File: src/rtl/ov5640_cfg_pkg.sv
// Shared state encoding, ROM entry layout and timing constants for the OV5640 configurator.
// Optional NACK retry support is enabled with the OV5640_CFG_RETRY_EN macro (see ov5640_cfg_ctrl).
package ov5640_cfg_pkg;

  typedef enum logic [3:0] {
    ST_PWR,
    ST_RST,
    ST_INIT,
    ST_FETCH,
    ST_REQ,
    ST_WAIT,
    ST_DLY,
    ST_ADV,
    ST_GAP,
    ST_DONE,
    ST_ERR
  } cfg_state_t;

  // A table entry whose address is DLY_MARKER is a delay of <data> milliseconds.
  localparam logic [15:0] DLY_MARKER = 16'hFFFF;

  localparam int ROM_W    = 24;
  localparam int ADDR_MSB = 23;
  localparam int ADDR_LSB = 8;
  localparam int DATA_MSB = 7;
  localparam int DATA_LSB = 0;
  localparam int CNT_W    = 20;

  function automatic logic [ROM_W-1:0] rom_entry(input logic [15:0] addr, input logic [7:0] data);
    return {addr, data};
  endfunction

endpackage

File: src/rtl/ov5640_cfg_rom.sv
// Combinational OV5640 register table: soft reset, 5 ms settle, then RGB565 setup.
// Unlisted indices read as zero-length delays so they never generate SCCB traffic.
module ov5640_cfg_rom
  import ov5640_cfg_pkg::*;
(
  input  logic [7:0]  index,
  output logic [15:0] addr,
  output logic [7:0]  data
);

  logic [ROM_W-1:0] entry;

  always_comb begin
    case (index)
      8'd0:    entry = rom_entry(16'h3008, 8'h82);
      8'd1:    entry = rom_entry(DLY_MARKER, 8'h05);
      8'd2:    entry = rom_entry(16'h3103, 8'h03);
      8'd3:    entry = rom_entry(16'h3017, 8'hFF);
      8'd4:    entry = rom_entry(16'h3018, 8'hFF);
      8'd5:    entry = rom_entry(16'h3034, 8'h1A);
      8'd6:    entry = rom_entry(16'h3035, 8'h11);
      8'd7:    entry = rom_entry(16'h3036, 8'h46);
      8'd8:    entry = rom_entry(16'h3037, 8'h13);
      8'd9:    entry = rom_entry(16'h3108, 8'h01);
      8'd10:   entry = rom_entry(16'h3630, 8'h36);
      8'd11:   entry = rom_entry(16'h3631, 8'h0E);
      8'd12:   entry = rom_entry(16'h3632, 8'hE2);
      8'd13:   entry = rom_entry(16'h3633, 8'h12);
      8'd14:   entry = rom_entry(16'h3621, 8'hE0);
      8'd15:   entry = rom_entry(16'h3704, 8'hA0);
      8'd16:   entry = rom_entry(16'h3703, 8'h5A);
      8'd17:   entry = rom_entry(16'h3715, 8'h78);
      8'd18:   entry = rom_entry(16'h3717, 8'h01);
      8'd19:   entry = rom_entry(16'h370B, 8'h60);
      8'd20:   entry = rom_entry(16'h3705, 8'h1A);
      8'd21:   entry = rom_entry(16'h3905, 8'h02);
      8'd22:   entry = rom_entry(16'h3906, 8'h10);
      8'd23:   entry = rom_entry(16'h3901, 8'h0A);
      8'd24:   entry = rom_entry(16'h4300, 8'h61);
      8'd25:   entry = rom_entry(16'h501F, 8'h01);
      8'd26:   entry = rom_entry(16'h3820, 8'h40);
      8'd27:   entry = rom_entry(16'h3821, 8'h06);
      8'd28:   entry = rom_entry(16'h3808, 8'h02);
      8'd29:   entry = rom_entry(16'h3809, 8'h80);
      8'd30:   entry = rom_entry(16'h380A, 8'h01);
      8'd31:   entry = rom_entry(16'h380B, 8'hE0);
      8'd32:   entry = rom_entry(16'h3008, 8'h02);
      default: entry = rom_entry(DLY_MARKER, 8'h00);
    endcase
  end

  assign addr = entry[ADDR_MSB:ADDR_LSB];
  assign data = entry[DATA_MSB:DATA_LSB];

endmodule

File: src/rtl/ov5640_cfg_ctrl.sv
// OV5640 power-up sequencer and register-table writer driving an SCCB master via req/ack/done.
// Define OV5640_CFG_RETRY_EN to retry NACKed writes up to MAX_RETRY times before failing.
module ov5640_cfg_ctrl
  import ov5640_cfg_pkg::*;
#(
  parameter int T_PWDN_CYC = 300_000,
  parameter int T_RST_CYC  = 100_000,
  parameter int T_INIT_CYC = 1_000_000,
  parameter int CYC_PER_MS = 50_000,
  parameter int WR_GAP_CYC = 16,
  parameter int REG_NUM    = 250
`ifdef OV5640_CFG_RETRY_EN
  , parameter int MAX_RETRY = 3
`endif
) (
  input  logic        sys_clk,
  input  logic        sys_rst,
  input  logic        cfg_restart,
  output logic        cam_pwdn,
  output logic        cam_rst_n,
  output logic        sccb_req,
  output logic [15:0] sccb_addr,
  output logic [7:0]  sccb_wdata,
  input  logic        sccb_ack,
  input  logic        sccb_done,
  input  logic        sccb_err,
  output logic [7:0]  cfg_idx,
  output logic        cfg_done,
  output logic        cfg_err
);

  localparam logic [CNT_W-1:0] PWDN_LAST = CNT_W'(T_PWDN_CYC - 1);
  localparam logic [CNT_W-1:0] RST_LAST  = CNT_W'(T_RST_CYC - 1);
  localparam logic [CNT_W-1:0] INIT_LAST = CNT_W'(T_INIT_CYC - 1);
  localparam logic [CNT_W-1:0] MS_LAST   = CNT_W'(CYC_PER_MS - 1);
  localparam logic [CNT_W-1:0] GAP_LAST  = CNT_W'(WR_GAP_CYC - 1);
  localparam logic [7:0]       IDX_LAST  = 8'(REG_NUM - 1);

  cfg_state_t       state;
  logic [CNT_W-1:0] cnt;
  logic [7:0]       ms_cnt;
  logic [15:0]      rom_addr;
  logic [7:0]       rom_data;
  logic             xfer_done;
  logic             nack_retry;

  ov5640_cfg_rom u_rom (
    .index (cfg_idx),
    .addr  (rom_addr),
    .data  (rom_data)
  );

  // A done coinciding with the accepting ack completes the transfer directly from REQ.
  assign xfer_done = sccb_done && ((state == ST_WAIT) || (state == ST_REQ && sccb_ack));

`ifdef OV5640_CFG_RETRY_EN
  localparam int RETRY_W = (MAX_RETRY < 1) ? 1 : $clog2(MAX_RETRY + 1);
  logic [RETRY_W-1:0] retry_cnt;

  assign nack_retry = (retry_cnt != RETRY_W'(MAX_RETRY));

  always_ff @(posedge sys_clk or posedge sys_rst) begin
    if (sys_rst) begin
      retry_cnt <= '0;
    end else if (state == ST_ADV || state == ST_PWR) begin
      retry_cnt <= '0;
    end else if (xfer_done && sccb_err && nack_retry) begin
      retry_cnt <= retry_cnt + RETRY_W'(1);
    end
  end
`else
  assign nack_retry = 1'b0;
`endif

  // cnt counts elapsed cycles within the current timed state and is zeroed on every entry.
  always_ff @(posedge sys_clk or posedge sys_rst) begin
    if (sys_rst) begin
      state      <= ST_PWR;
      cnt        <= '0;
      ms_cnt     <= '0;
      cam_pwdn   <= 1'b1;
      cam_rst_n  <= 1'b0;
      sccb_req   <= 1'b0;
      sccb_addr  <= '0;
      sccb_wdata <= '0;
      cfg_idx    <= '0;
      cfg_done   <= 1'b0;
      cfg_err    <= 1'b0;
    end else begin
      case (state)
        ST_PWR: begin
          if (cnt == PWDN_LAST) begin
            cnt      <= '0;
            cam_pwdn <= 1'b0;
            state    <= ST_RST;
          end else begin
            cnt <= cnt + 1'b1;
          end
        end
        ST_RST: begin
          if (cnt == RST_LAST) begin
            cnt       <= '0;
            cam_rst_n <= 1'b1;
            state     <= ST_INIT;
          end else begin
            cnt <= cnt + 1'b1;
          end
        end
        ST_INIT: begin
          if (cnt == INIT_LAST) begin
            cnt   <= '0;
            state <= ST_FETCH;
          end else begin
            cnt <= cnt + 1'b1;
          end
        end
        ST_FETCH: begin
          if (rom_addr == DLY_MARKER) begin
            ms_cnt <= rom_data;
            cnt    <= '0;
            state  <= ST_DLY;
          end else begin
            sccb_addr  <= rom_addr;
            sccb_wdata <= rom_data;
            sccb_req   <= 1'b1;
            state      <= ST_REQ;
          end
        end
        ST_REQ: begin
          if (sccb_ack) begin
            sccb_req <= 1'b0;
            state    <= ST_WAIT;
          end
        end
        ST_WAIT: begin
        end
        // Exit on the last cycle of the last millisecond so the delay spans exactly data*CYC_PER_MS.
        ST_DLY: begin
          if (ms_cnt == 8'd0 || (ms_cnt == 8'd1 && cnt == MS_LAST)) begin
            state <= ST_ADV;
          end else if (cnt == MS_LAST) begin
            cnt    <= '0;
            ms_cnt <= ms_cnt - 8'd1;
          end else begin
            cnt <= cnt + 1'b1;
          end
        end
        ST_ADV: begin
          if (cfg_idx == IDX_LAST) begin
            cfg_done <= 1'b1;
            state    <= ST_DONE;
          end else begin
            cfg_idx <= cfg_idx + 8'd1;
            cnt     <= '0;
            state   <= ST_GAP;
          end
        end
        ST_GAP: begin
          if (cnt == GAP_LAST) begin
            state <= ST_FETCH;
          end else begin
            cnt <= cnt + 1'b1;
          end
        end
        ST_DONE, ST_ERR: begin
          sccb_req <= 1'b0;
          if (cfg_restart) begin
            cfg_done  <= 1'b0;
            cfg_err   <= 1'b0;
            cfg_idx   <= '0;
            cam_pwdn  <= 1'b1;
            cam_rst_n <= 1'b0;
            cnt       <= '0;
            state     <= ST_PWR;
          end
        end
        default: state <= ST_PWR;
      endcase

      if (xfer_done) begin
        if (!sccb_err) begin
          state <= ST_ADV;
        end else if (nack_retry) begin
          cnt   <= '0;
          state <= ST_GAP;
        end else begin
          cfg_err <= 1'b1;
          state   <= ST_ERR;
        end
      end
    end
  end

endmodule

File: config.mk
export PLATFORM = sky130hd
export DESIGN_NAME = ov5640_cfg_ctrl
export DESIGN_NICKNAME = d
export VERILOG_FILES = /design/src/rtl/ov5640_cfg_pkg.sv /design/src/rtl/ov5640_cfg_rom.sv /design/src/rtl/ov5640_cfg_ctrl.sv
export SDC_FILE = /design/constraint.sdc
export NUM_CORES = 1
export LEC_CHECK = 0
export ABC_AREA = 1
export BUFFER_PORTS_ARGS = -buffer_cell sky130_fd_sc_hd__buf_4
export CAP_MARGIN = 40
export CORE_ASPECT_RATIO = 1.1
export CORE_MARGIN = 2
export CORE_UTILIZATION = 35
export DETAILED_ROUTE_END_ITERATION = 8
export PLACE_DENSITY = 0.58
export SYNTH_ARGS = -nofsm -noshare
export SYNTH_HDL_FRONTEND = slang
export SYNTH_SLANG_ARGS = --single-unit
export TNS_END_PERCENT = 30
File: constraint.sdc
create_clock -name sys_clk -period 5.26 [get_ports sys_clk]
set_input_delay 0.263 -clock sys_clk [delete_from_list [all_inputs] [get_ports sys_clk]]
set_output_delay 0.263 -clock sys_clk [all_outputs]
set_load 0.01 [all_outputs]
## Word level (Yosys, flattened, before mapping)

Memory sizes are Yosys's and may differ from the RTL's.
Cells that the tools add are included.

| word-level totals | value |
|---|---|
| register bits after elaboration | 69 |
| bits in read-only memories | 1536 |
| input bits | 6 |
| output and inout bits | 37 |
| logic and storage cells | 122 |
| memories | 1 |

Memory list:

| memory | depth | bits a word | read ports | clocked after Yosys merged registers in | write ports | line | text |
|---|---|---|---|---|---|---|---|
| (name not given) | 64 | 24 | 1 | 0 | 0 | ov5640_cfg_rom.sv:14 | `case (index)` |

| cells by class | value |
|---|---|
| $add $sub $neg | 3 |
| equality and inequality tests | 37 |
| mux-type cells | 45 |
| bitwise logic cells | 1 |
| reduce and logical (&&, ||, !) cells | 24 |

Operator list:

| kind | number |
|---|---|
| 2-to-1 mux 20 bit | 9 |
| one-hot mux 20 bit (8 select lines) | 1 |
| 2-to-1 mux 8 bit | 5 |
| one-hot mux 4 bit (10 select lines) | 1 |
| 2-to-1 mux 4 bit | 9 |
| one-hot mux 8 bit (2 select lines) | 2 |
| 2-to-1 mux 24 bit | 1 |
| != test 2 bit (second input constant) | 12 |
| != test 3 bit (second input constant) | 7 |
| adder 20 x 1 -> 20 bit (second input constant) | 1 |
| == test 20 x 16 -> 1 bit (second input constant) | 1 |
| == test 20 x 17 -> 1 bit (second input constant) | 1 |
| == test 20 x 19 -> 1 bit (second input constant) | 1 |
| == test 20 bit (second input constant) | 1 |
| == test 20 x 4 -> 1 bit (second input constant) | 1 |
| == test 16 bit (second input constant) | 1 |
| == test 4 x 3 -> 1 bit (second input constant) | 4 |
| AND reduction 3 bit | 5 |
| == test 4 bit (second input constant) | 3 |
| 2-to-1 mux 1 bit | 12 |
| adder 8 x 1 -> 8 bit (second input constant) | 1 |
| == test 4 x 2 -> 1 bit (second input constant) | 2 |
| == test 8 x 1 -> 1 bit (second input constant) | 1 |
| == test 8 bit (second input constant) | 1 |
| other kinds (19) | 27 |

## Depth between registers and ports, before layout

Gate-level depths: netlist (run 1).

| depth | value |
|---|---|
| word-level depth | 6 |
| mapped depth | 17 |
| mapped depth without buffers | 16 |

## By module

A second synthesis (run 1) with hierarchy kept.

| second synthesis, totals | value |
|---|---|
| cells, all modules | 811 |
| area, all modules | 5205.0 µm² |

Modules (own cells, without submodules):

| module | instances | cells an instance | area an instance (µm²) | seq. area each (µm²) |
|---|---|---|---|---|
| ov5640_cfg_ctrl | 1 | 611 | 4215.3 | 1727.9 |
| ov5640_cfg_rom | 1 | 200 | 989.7 | 0.0 |

## Worst setup path before layout (run 1)

Ideal clock, no wire load.

| timing | value |
|---|---|
| kind | reg2reg |
| from | register cfg_idx[1] |
| to | register cnt[16] |
| setup time | 0.119 ns |
| arrival | 2.092 ns |
| required time | 5.141 ns |
| path slack | 3.050 ns |
| stages on the path, launching flop included | 17 |
| buffers on the path | 1 |
| period minus slack after synthesis | 2.210 ns |
| cell sequence | dfrtp_1 -> inv_1 -> ha_1 -> inv_1 -> nand2_1 -> nand2_1 -> nor2_1 -> o21ai_1 -> nand2_1 -> nand2_1 -> nor2_2 -> nand2_2 -> nand2_4 -> nand3_2 -> buf_4 -> nand2_1 -> nand2_1 |

| between the ends | value |
|---|---|
| longest elaborated chain between the ends | 5 |

RTL lines:

| what | line | text |
|---|---|---|
| start: declaration | ov5640_cfg_ctrl.sv:27 | `output logic [7:0] cfg_idx,` |
| start signal: assignment | ov5640_cfg_ctrl.sv:153 | `cfg_idx <= cfg_idx + 8'd1;` |
| memory (64 x 24 bit) | -- |  |
| 2-to-1 mux 24 bit | ov5640_cfg_rom.sv:14 |  |
| == test 16 bit | ov5640_cfg_ctrl.sv:118 | `if (rom_addr == DLY_MARKER) begin` |
| != test 2 bit (no line) | -- |  |
| AND reduction 6 bit (no line) * | -- |  |
| end signal: assignment | ov5640_cfg_ctrl.sv:106 | `cnt <= cnt + 1'b1;` |
| end signal: assignment | ov5640_cfg_ctrl.sv:114 | `cnt <= cnt + 1'b1;` |
| end signal: assignment | ov5640_cfg_ctrl.sv:145 | `cnt <= cnt + 1'b1;` |
| end: declaration | ov5640_cfg_ctrl.sv:40 | `logic [CNT_W-1:0] cnt;` |

Mark *: on every way between the ends. The rest lies on a longest branch, timed or not.
A chain may end at the register's enable or synchronous reset.

## Worst setup path in the final report (run 1)

| timing | value |
|---|---|
| from | register cfg_idx[3] |
| to | register cnt[10] |

Same word-level chain as after synthesis.

==> results of run 1 <==
==> how the worst max path moves through the flow <==
stage | from | to | slack (ns) | depth (start not counted)
detailed placement | cfg_idx[3] | cnt[10] | 1.69 | 13
global placement | cfg_idx[3] | cnt[14] | 1.76 | 13
global route | cfg_idx[3] | cnt[17] | 1.20 | 13
floorplan | cfg_idx[1] | cnt[16] | 3.05 | 16
finish | cfg_idx[3] | cnt[10] | 1.67 | 13
CTS | cfg_idx[3] | cnt[10] | 1.69 | 13
==> cell families after synthesis <==
kind of cell / after synthesis
compound gates: 92
xor+xnor: 10
fa+ha+maj: 13
buf+inv: 118
flops: 67
simple gates: 550
==> state kept, by name, indices dropped and copies added, names as in the netlist <==
name and cells:
cam_pwdn 1, sccb_wdata 8, ms_cnt 8, cfg_err 1
cfg_done 1, state 4, sccb_addr 14, cfg_idx 8
sccb_req 1, cnt 20, cam_rst_n 1
==> synth_stat cells, types with 2 or more instances <==
library cell	count	area, sq um
nor4_1	2	12.5
xor2_1	9	78.8
buf_4	10	75.1
nand3_2	7	70.1
a21oi_1	24	120
nor3_2	2	20.0
nor3_1	14	70.1
ha_1	13	163
nand3_1	88	440
nand2_1	279	1050
nand4_1	39	244
o21ai_0	42	210
nor2_2	4	25.0
o211ai_1	4	30.0
a31oi_1	2	12.5
buf_6	8	90.1
o22ai_1	2	12.5
clkinv_1	2	7.51
nor2_1	100	375
clkbuf_1	10	37.5
o31ai_1	5	37.5
or2_2	3	18.8
inv_2	4	15.0
nand2_2	5	31.3
inv_1	71	267
clkbuf_2	2	10.0
buf_2	11	55.1
a21o_1	2	15.0
nor3b_1	2	15.0
dfrtp_1	66	1650
==> critical path: cells and delay by family (launching register included) <==
kind | cells | cell delay, ns
AO/OA/AOI/OAI | 1 | 0.06
flip-flops | 1 | 0.87
AND/OR/NAND/NOR | 11 | 1.96
buffers and inverters | 1 | 0.54
==> power groups by stage <==
stage          sequential, mW  combinational (mW)  clock [mW]
6_report                0.517              0.0319       0.577
5_1_grt                 0.517              0.0362       0.610
4_1_cts                 0.517              0.0330       0.590
3_5_place_dp            0.526              0.0324           0
3_3_place_gp            0.526              0.0297           0
2_1_floorplan           0.526              0.0183           0
==> cell type report <==
| class | count | area, sq um |
|---|---|---|
| fill | 1620 | 9060 |
| multi-input combinational | 665 | 3200 |
| sequential | 67 | 1680 |
| timing repair buffer | 46 | 368 |
| inverter | 77 | 289 |
| tap | 196 | 245 |
| clock buffer | 9 | 225 |
| clock inverter | 4 | 45.0 |
==> per-stage QoR <==
stage               cells  utilization, %
floorplan             850               -
global placement     1049            38.0
detailed placement   1050            38.2
CTS                  1064            40.0
global route         1064            40.0
finish               1064            40.0
==> metal layers <==
metal	wire [um]	vias up	GRT usage, %
li1	-	2814	-
met2	7620	152	31.6
met4	535	0	9.00
met3	656	31	3.42
met1	7480	2597	27.8
met5	0	-	0
==> what timing repair did <==
| action | CTS | global route |
|---|---|---|
| endpoints found under the setup margin | 0 | 0 |
| hold buffers | 1 | 0 |
| hold endpoints to repair | 14 | 0 |
==> summary by stage, run 1 <==
STA
The final number of hold-violating endpoints is 0. For the pin with the worst max-slew slack, the measured transition is 0.814 ns. The worst-case setup margin in the final layout is 1.67 ns. Dividing the final minimum period by the clock period gives 68.2%. The relative slew slack is 45.7%.

Timing would allow up to 0.279 GHz. The max-slew violation total from the final report is 0. The smallest clock period supported by the final layout is computed as 3.59 ns. The clock arrives with 0.00599 ns of skew. Setup repair after global routing left no endpoint under its margin.

The count of endpoints failing setup in the final report is 0. The final hold slack is 0.181 ns. The sum of negative setup slack is 0 ns.

Placement
The final weighted congestion in routability-driven placement is 0.985. The HPWL after detailed placement is 12000 um. The worst setup slack after placement is 1.69 ns. The post-detailed-placement cell area is 0.00577 sq mm. During placement, the flow inserted port buffers numbering 42.

Logic synthesis
Yosys printed 0 warnings. By area, the combinational part of the netlist is dominated by simple AND/OR/NAND/NOR gates. The sequential fraction of the synthesis area is 30.9%. The synthesized design contains 67 register bits.

The most used flip-flop cell after synthesis is dfrtp_1. The share of cell area taken by muxes after synthesis is 0%. Yosys mapped the design onto 48 distinct sky130hd cell types. The post-synthesis async set-or-reset flop share is 100%. The number of enable flip-flop cells after synthesis is 0. The area of the mapped netlist is 0.00544 sq mm. After Yosys synthesis, and, or, nand and nor cells account for 44.4% of the synthesized area. After Yosys synthesis, XOR and XNOR cells account for 1.61% of the synthesized area.

Of the total synthesized cell area, the portion taken by full adders, half adders and majority gates is 2.99%. The number of nets handed over by synthesis was 869. The synthesized area per cell is 6.40 sq um.

Synthesis handed over a netlist of 850 instances. The fraction of the mapped netlist area in compound gates is 9.92%.

Min path
The endpoint of the worst hold-timing path is cfg_err. The path class of the lowest-slack min-delay path is in -> reg. The worst hold path begins at sccb_err. Along the worst hold path, the cell count comes to 3.

Drt
For this run, design rule violations remaining after detail routing come to 0. The per-cell via count in the routed design is 5.26. The detailed-route wire length per cell is 15.3 um. The routed wire length is 16300 um. Once detail routing completed, the nets flagged for antenna violations numbered 0.

For this block, the via count after detailed routing is 5594. Before antenna repair, the detailed router went through 5 iterations. The first routing iteration left 382 violations.

CTS
Clock-pin slew was measured on the worst setup and hold paths at 0.06 ns. The number of buffers inserted by post-CTS setup repair is 0. TritonCTS built the clock tree.

The deepest clock path buffer count is 2. Clock tree synthesis inserted a total of 9 buffers. CTS saw 67 sinks. Clock latency on the worst-skew pair, taken at its later pin, is 0.34 ns. The CTS H-tree depth is 3. In this run, post-CTS repair resized a total of 0 instances.

The buffer type at the clock tree root is clkbuf_16.

Pwr
The power per unit of standard cell area is 186 mW/mm^2. The internal power of the cells totals 0.882 mW. The share of total power dissipated in sequential elements is 45.9%. The static power due to leakage is 3.17 nW. The worst-case IR drop observed on VDD is 0.000168 V. Of the total power, the share spent switching nets is 21.7%. Summed over all nets, the switching power comes to 0.245 mW.

The completed layout was analyzed and its total power is 1.13 mW. The power share of the clock group is 51.2%. The logic gate share of total power is 2.8%.

Setup path
On the worst path, the slowest cell contributes a delay of 0.87 ns. The worst register-to-register path has a setup slack of 1.67 ns. At the worst endpoint, the required time is 5.48 ns. The cell seen most often among critical-path stages is nand2_1. The end of the worst register-to-register path is cnt[10]. The critical path in this run is classified as reg -> reg. The type of element capturing the critical path is a register. The slowest stage cell on the critical path is dfrtp_1. The worst-path maximum fanout is 61. The launch instance of the worst register-to-register path is cfg_idx[3]. Measured in cells, the most critical reg-to-reg path has a length of 13.

The arrival time at the worst endpoint is 3.81 ns. The category of the worst setup path launch point is a register. The signal on the critical path passes through inv_1 > nand3_1 > nor2_1 > nor2_1 > o21ai_1 > nand2_1 > nand2_1 > nor2_2 > nand2_2 > nand2_4 > nand3_2 > nand2_1 > nand2_1.

Cells and area
The layout-stage area growth over the synthesis result is 11.3%. The number of antenna diodes in the final layout is 0. The top cell types in the final layout, fill and taps aside, are 279 x nand2_1, 100 x nor2_1, 88 x nand3_1. After the last flow step, the layout net total stands at 885. Leaving out fill and tap cells, the most frequent cell in the layout is nand2_1. The fraction of final layout cells sized beyond drive strength 1 is 10.5%. The post-route cell area is 0.00605 sq mm.

Global route
The pin count of the biggest net entering global routing is 62. The initial antenna violation count came to 0. The wire length of the first global-routing pass is 26600 um. The number of global-route vias before repair is 5291. Global routing finished with a remaining overflow of 0. Across every metal layer, demand over resource in global routing totals 20.4%.

Floorplanning
The number of top-level pins is 43. The number of rows created at floorplan is 47. The die height is 135 um. The starting density of the core is 36.0%. The total die area is 0.0165 sq mm. The floorplan die width is 123 um. The area of the core region is 0.0151 sq mm.

Run
Across the run, the number of max-cap violations was 0.

Run status
The flow ran to the end, and the final reports show no timing, DRC or antenna violations.
Note: power is estimated with default switching activity, not from simulation.
==> run 2, diff against run 1 <==
- clock period: 5.26 -> 3.35 ns (I/O delays scaled with it)
==> run 2 against run 1 <==
Compared with the run above:
- maximum frequency increased by 21%
- clock-buffer cell count increased by 4
- clock power increased by 67%
- utilization increased by 0.75 points
- combinational power increased by 72%
- global-route usage increased by 0.70 points
- die area unchanged
- cell count increased by 1.2%
- hold slack got worse by 0.10 ns
==> summary by stage, run 2 (synthesis results as in run 1) <==
Pwr
The part of the power in registers is 44.3%. The switching portion of total power is 21.4%. The static power due to leakage is 3.23 nW.

The power per unit of standard cell area is 297 mW/mm^2. The logic gate share of total power is 3.0%. Cell internal power was estimated by the tool at 1.44 mW.

The net load switching power is 0.391 mW. The power share of the clock group is 52.7%. VDD sags by at most 0.000209 V.

Cells and area
In the layout the commonest cells are 279 x nand2_1, 100 x nor2_1, 88 x nand3_1. The fraction of final layout cells sized beyond drive strength 1 is 11.6%. The number of non-filler instances in the completed layout is 1077. In the final layout, the registers with the most flip-flops are cnt (20), sccb_addr (14). The commonest non-fill, non-tap cell in the layout is nand2_1. The largest register by flop count is cnt. The layout-stage area growth over the synthesis result is 13.4%. The count of filler cells inserted in the layout is 1627. The number of flip-flops in the largest register is 20. At the end of the flow, the number of nets in the layout was 896. The number of antenna cells inserted is 0.

Drt
The per-cell via count in the routed design is 5.26. In the final routed layout, each cell accounts on average for 15.5 um. The number of nets with antenna violations after detailed routing is 0. For this block, the routed nets add up to 16700 um of wire.

The overall via count from detail_route is 5667. The DRC violation count after routing is 0. The first detailed-routing pass took 5 iterations. The iteration-0 DRC count of the detailed router is 400.

Placement
The HPWL after detailed placement is 12400 um. Once placement completed, the tool counted placed cells totaling 1061. In this run the tool buffered the top-level ports with 42 buffer cells. The worst setup slack after placement is 0.383 ns.

The final weighted congestion in routability-driven placement is 0.967.

STA
After layout, the worst path uses 88.7% of the clock period. Derived from the worst setup path, the maximum achievable clock frequency is 0.336 GHz. The max-slew violation total from the final report was 0. The final number of hold-violating endpoints is 0. The worst-case setup margin in the final layout is 0.377 ns.

Headroom to the max-slew limit came out at 50.2%. For the pin with the worst max-slew slack, the measured transition is 0.745 ns. The sum of negative setup slack is 0 ns.

The smallest clock period supported by the final layout is computed as 2.97 ns. Setup repair after global routing left no endpoint under its margin. The count of endpoints failing setup in the final report is 0.

Clock skew on the completed layout was measured at 0.00792 ns.

Floorplanning
Measured along the x axis, the die boundary spans 123 um. For this configuration, the core starts out at a cell density of 36.0%. The die covers 0.0165 sq mm.

The region available for standard cell placement spans 0.0151 sq mm. The die height is 135 um. The number of top-level pins is 43.

After floorplanning, the core was divided into 47 placement rows.

Global route
The first global-routing pass estimated 27600 um of wire. The number of global-route vias before repair was 5379. The initial antenna violation count is 0. After global routing the overflow that remains totals 0.

The pin count of the biggest net entering global routing is 32. For this run, the total global-route usage over all layers was measured as 21.1%.

CTS
TritonCTS built the clock tree. Counting the buffers created by CTS gives 9. The buffer type at the clock tree root is clkbuf_16.

The TritonCTS sink count is 67. The number of buffers inserted by post-CTS setup repair is 0. The clock tree synthesis step divided the H-tree into 3 levels. Clock latency on the worst-skew pair, taken at its later pin, is 0.34 ns. After clock tree synthesis, the clock-pin slew on the worst setup and hold paths is 0.06 ns. After clock tree synthesis, the flow added hold-fix buffers numbering 1. The count of cells resized by post-cts repair is 0. The deepest clock path buffer count is 2.

Setup path
STA classifies the critical path endpoint as a register. For the worst setup path, the data required time is 3.58 ns. The arrival time at the worst endpoint is 3.20 ns. The critical path start-end classification is reg -> reg. Of all nets on the critical path, the largest fanout is 20.

STA classifies the critical path startpoint as a register.

Run
Max-cap violations in this run came to 0.

Min path
The path class of the lowest-slack min-delay path is in -> reg.

Run status
The flow ran to the end, and the final reports show no timing, DRC or antenna violations.
-- run 2: cell types whose count changed in the layout (fill, tap and decap cells not counted), sizes merged --
cell    previous run  this run
clkinv             5         3
buf               45        56
clkbuf             9        13
-- run 2: cell type report --
cell class | count | area, sq um | area share (%)
Multi-Input combinational cell | 665 | 3200 | 51.9
Timing Repair Buffer | 57 | 455 | 7.39
Tap cell | 196 | 245 | 3.98
Clock buffer | 13 | 260 | 4.22
Sequential cell | 67 | 1680 | 27.2
Clock inverter | 2 | 35.0 | 0.568
Inverter | 77 | 289 | 4.69
-- run 2: power by group through the flow --
| stage | Sequential [mW] | Combinational, mW | Clock [mW] |
|---|---|---|---|
| after floorplan | 0.826 | 0.0287 | 0 |
| after global placement | 0.825 | 0.0529 | 0 |
| after detailed placement | 0.825 | 0.0561 | 0 |
| after CTS | 0.810 | 0.0570 | 0.994 |
| after global routing | 0.810 | 0.0628 | 1.02 |
| final | 0.811 | 0.0550 | 0.965 |
-- run 2: final timing paths --
| path | endpoint | cells after the start | slack [ns] | startpoint |
|---|---|---|---|---|
| max | cnt[2] | 11 | 0.38 | cfg_idx[1] |
| min | cfg_err | 3 | 0.08 | sccb_err |
| max reg2reg | cnt[2] | 11 | 0.38 | cfg_idx[1] |
| min reg2reg | cam_pwdn | 2 | 0.46 | cam_pwdn |
| max in group asynchronous | cam_pwdn | 5 | 2.26 | sys_rst |
| min in group asynchronous | sccb_addr[2] | 3 | 0.32 | sys_rst |
-- run 2: routing by layer --
metal / part of all wire, % / vias to the layer above / track usage (%)
met5: 0 / - / 0
met4: 2.3 / 0 / 8.17
met3: 4.2 / 31 / 3.38
met2: 48 / 163 / 33.9
met1: 46 / 2631 / 28.2
li1: - / 2842 / -
-- run 2: critical path, stage by stage, from the launching register on --
cell,delay [ns]
dfrtp_1,0.50
inv_1,0.22
ha_1,0.28
nand3_2,0.13
inv_1,0.05
nand4_1,0.07
or2_2,0.15
nand3_1,0.08
nor2_1,0.58
nand3_2,0.53
nand2_1,0.20
nand2_1,0.06
-- run 2: per-stage QoR --
stage	util [%]	power (mW)	area (sq um)	hold WS [ns]
floorplan	-	0.855	5440	0.296
global placement	38.6	0.878	5840	0.410
detailed placement	38.8	0.881	5860	0.127
CTS	40.8	1.86	6160	0.0672
global route	40.8	1.89	6160	0.108
finish	40.8	1.83	6160	0.0774
==> run 3, diff against run 2 <==
- CORE_UTILIZATION: 35 -> 60
- PLACE_DENSITY: 0.58 -> 0.87
==> run 3 against run 2 <==
Compared with the run above:
- power shrank 7.2%
- cell area shrank 2.9%
- critical endpoint is now cnt[7]
- clock skew grew 0.0053 ns
- clock power shrank 13%
- via count grew 7.3%
- largest cell class unchanged
- wire length shrank 0.42%
- first-iteration DRC count grew 58%
- highest routed layer unchanged
- flip-flop and latch count is the same
- critical path depth grew 2
==> summary by stage, run 3 (synthesis results as in run 1) <==
Run status
The run finished with clean final reports.

Floorplanning
The die height is 104 um. The number of top-level pins is 43. The starting density of the core is 61.6%. The region available for standard cell placement spans 0.00883 sq mm.

The total die area is 0.00984 sq mm. In this run the core area contains 36 standard-cell rows. The floorplan die width is 94.8 um.

Placement
Detailed placement finished with a half-perimeter wire length of 12100 um. After detailed placement, the design holds a cell count of 977. The post-detailed-placement cell area is 0.00573 sq mm. The final weighted congestion in routability-driven placement is 0.999.

The count of input and output buffers is 42.

Global route
Global routing used 34.4% of the available tracks across all layers. The total overflow left after global routing is 0. The initial antenna violation count was 0. The number of global-route vias before repair is 5521. The first global-routing pass estimated 26800 um of wire.

Entering global routing, the biggest net connects 42 pins.

CTS
The tree is rooted in a clkbuf_8. The CTS H-tree depth is 3. The CTS tree is built. The clock reaches the later pin of the worst-skew pair after 0.36 ns. Clock-pin slew was measured on the worst setup and hold paths at 0.08 ns. Once the clock tree was built, the setup fixing pass inserted 0 buffers.

The TritonCTS sink count is 67. Counting the buffers created by CTS gives 9. The deepest clock path buffer count is 2.

Pwr
VDD sags by at most 0.000380 V. The analysis attributes to cell leakage a power of 3.20 nW. In this run the power density over the cells is 284 mW/mm^2.

Cells and area
The number of flip-flops in the largest register is 20. The net count of the finished layout is 894. Counting the fill cells in the layout gives 797.

After routing the design area is 0.00599 sq mm. After the flow finishes, the layout carries non-filler instances totaling 994. The number of antenna cells inserted is 0. Of the cells placed in the final design, the portion with a size suffix greater than 1 is 11.6%. The layout-stage area growth over the synthesis result is 10.1%. Leaving out fill and tap cells, the most frequent cells in the layout are 279 x nand2_1, 100 x nor2_1, 88 x nand3_1. The largest register by flop count is cnt.

In the final layout, the registers with the most flip-flops are cnt (20), sccb_addr (14). The commonest non-fill, non-tap cell in the layout is nand2_1.

Setup path
The critical path start-end classification is reg -> reg. The worst setup path is captured at a register. The category of the worst setup path launch point is a register. STA puts the critical path data required time at 3.59 ns. The arrival time at the worst endpoint is 3.20 ns. The worst-path maximum fanout is 41.

STA
The transition at the pin with the smallest max-transition slack is 0.704 ns. The maximum clock frequency is 0.338 GHz. After layout, the minimum clock period comes to 2.96 ns. The max-slew violation total from the final report was 0. The sum of negative setup slack is 0 ns. After layout, the worst path uses 88.3% of the clock period. The final worst clock skew is 0.0133 ns. The relative slew slack is 53.1%. The final number of hold-violating endpoints was 0. Setup repair after global routing left no endpoint under its margin. The count of endpoints failing setup in the final report is 0.

Drt
The routed wire length is 16600 um. For this run, design rule violations remaining after detail routing come to 0. The detailed router placed 6079 vias in this run. The number of nets with antenna violations after detailed routing is 0. The iteration-0 DRC count of the detailed router is 633. After detailed routing, the average wire length per cell comes to 16.7 um. The per-cell via count in the routed design is 6.12. The pre-antenna-repair detailed-routing pass consisted of 6 iterations.

Min path
The path class of the lowest-slack min-delay path is in -> reg.

Run
Max-cap violations in this run came to 0.
-- run 3: final cells by class --
cell class | count | area, sq um | share of cell area (%)
Multi-Input combinational cell | 665 | 3210 | 53.6
Inverter | 77 | 289 | 4.83
Sequential cell | 67 | 1680 | 28.0
Tap cell | 114 | 143 | 2.38
Timing Repair Buffer | 55 | 428 | 7.15
Clock buffer | 10 | 128 | 2.13
Clock inverter | 6 | 113 | 1.88
-- run 3: critical path, cell delays in order, from the launching register on --
cell     delay (ns)
dfrtp_1        0.80
inv_2          0.27
nand2_1        0.22
nand3_1        0.09
nand3_1        0.10
nand3_1        0.07
nand2_1        0.09
nand2_1        0.07
nor2_2         0.14
nand2_2        0.10
nand2_4        0.34
nand3_4        0.31
nand2_1        0.15
nand2_1        0.07
-- run 3: path summary, 6_finish.rpt --
kind	start	end	slack, ns	cells past startpoint
setup reg to reg	cfg_idx[2]	cnt[7]	0.39	13
hold reg to reg	cam_pwdn	cam_pwdn	0.47	2
setup / recovery	cfg_idx[2]	cnt[7]	0.39	13
min in group asynchronous	sys_rst	sccb_addr[1]	0.23	3
max in group asynchronous	sys_rst	sccb_wdata[0]	2.40	5
hold / removal	sccb_err	cfg_err	0.05	3
-- run 3: per-stage QoR --
stage                     worst slack (ns)  hold WS [ns]  utilization [%]  power (mW)
after floorplan                       1.14         0.296                -       0.855
after global placement               0.397         0.403             64.7       0.872
after detailed placement             0.292        0.0472             64.9       0.876
after CTS                            0.258        0.0431             67.7        1.70
after global routing                0.0970        0.0513             67.8        1.75
final                                0.391        0.0512             67.8        1.70
-- run 3: metal layers --
metal,wire length [um],GRT usage [%],vias to the layer above
met2,7670,52.4,404
met4,751,18.0,0
met3,1650,7.27,70
met1,6510,45.6,2782
li1,-,-,2823
met5,0,0,-
-- run 3: report_power, final --
part           total (mW)  internal (mW)  leakage [nW]  switching (mW)
Combinational      0.0501         0.0154          2.19          0.0347
Sequential          0.810          0.809         0.890         0.00148
Clock               0.838          0.497         0.121           0.340
-- run 3: what timing repair did --
item                                    in CTS  in global routing
hold buffers                                 1                  0
resized for setup                            0                  1
endpoints found under the setup margin       0                 20
hold endpoints to repair                    49                  0
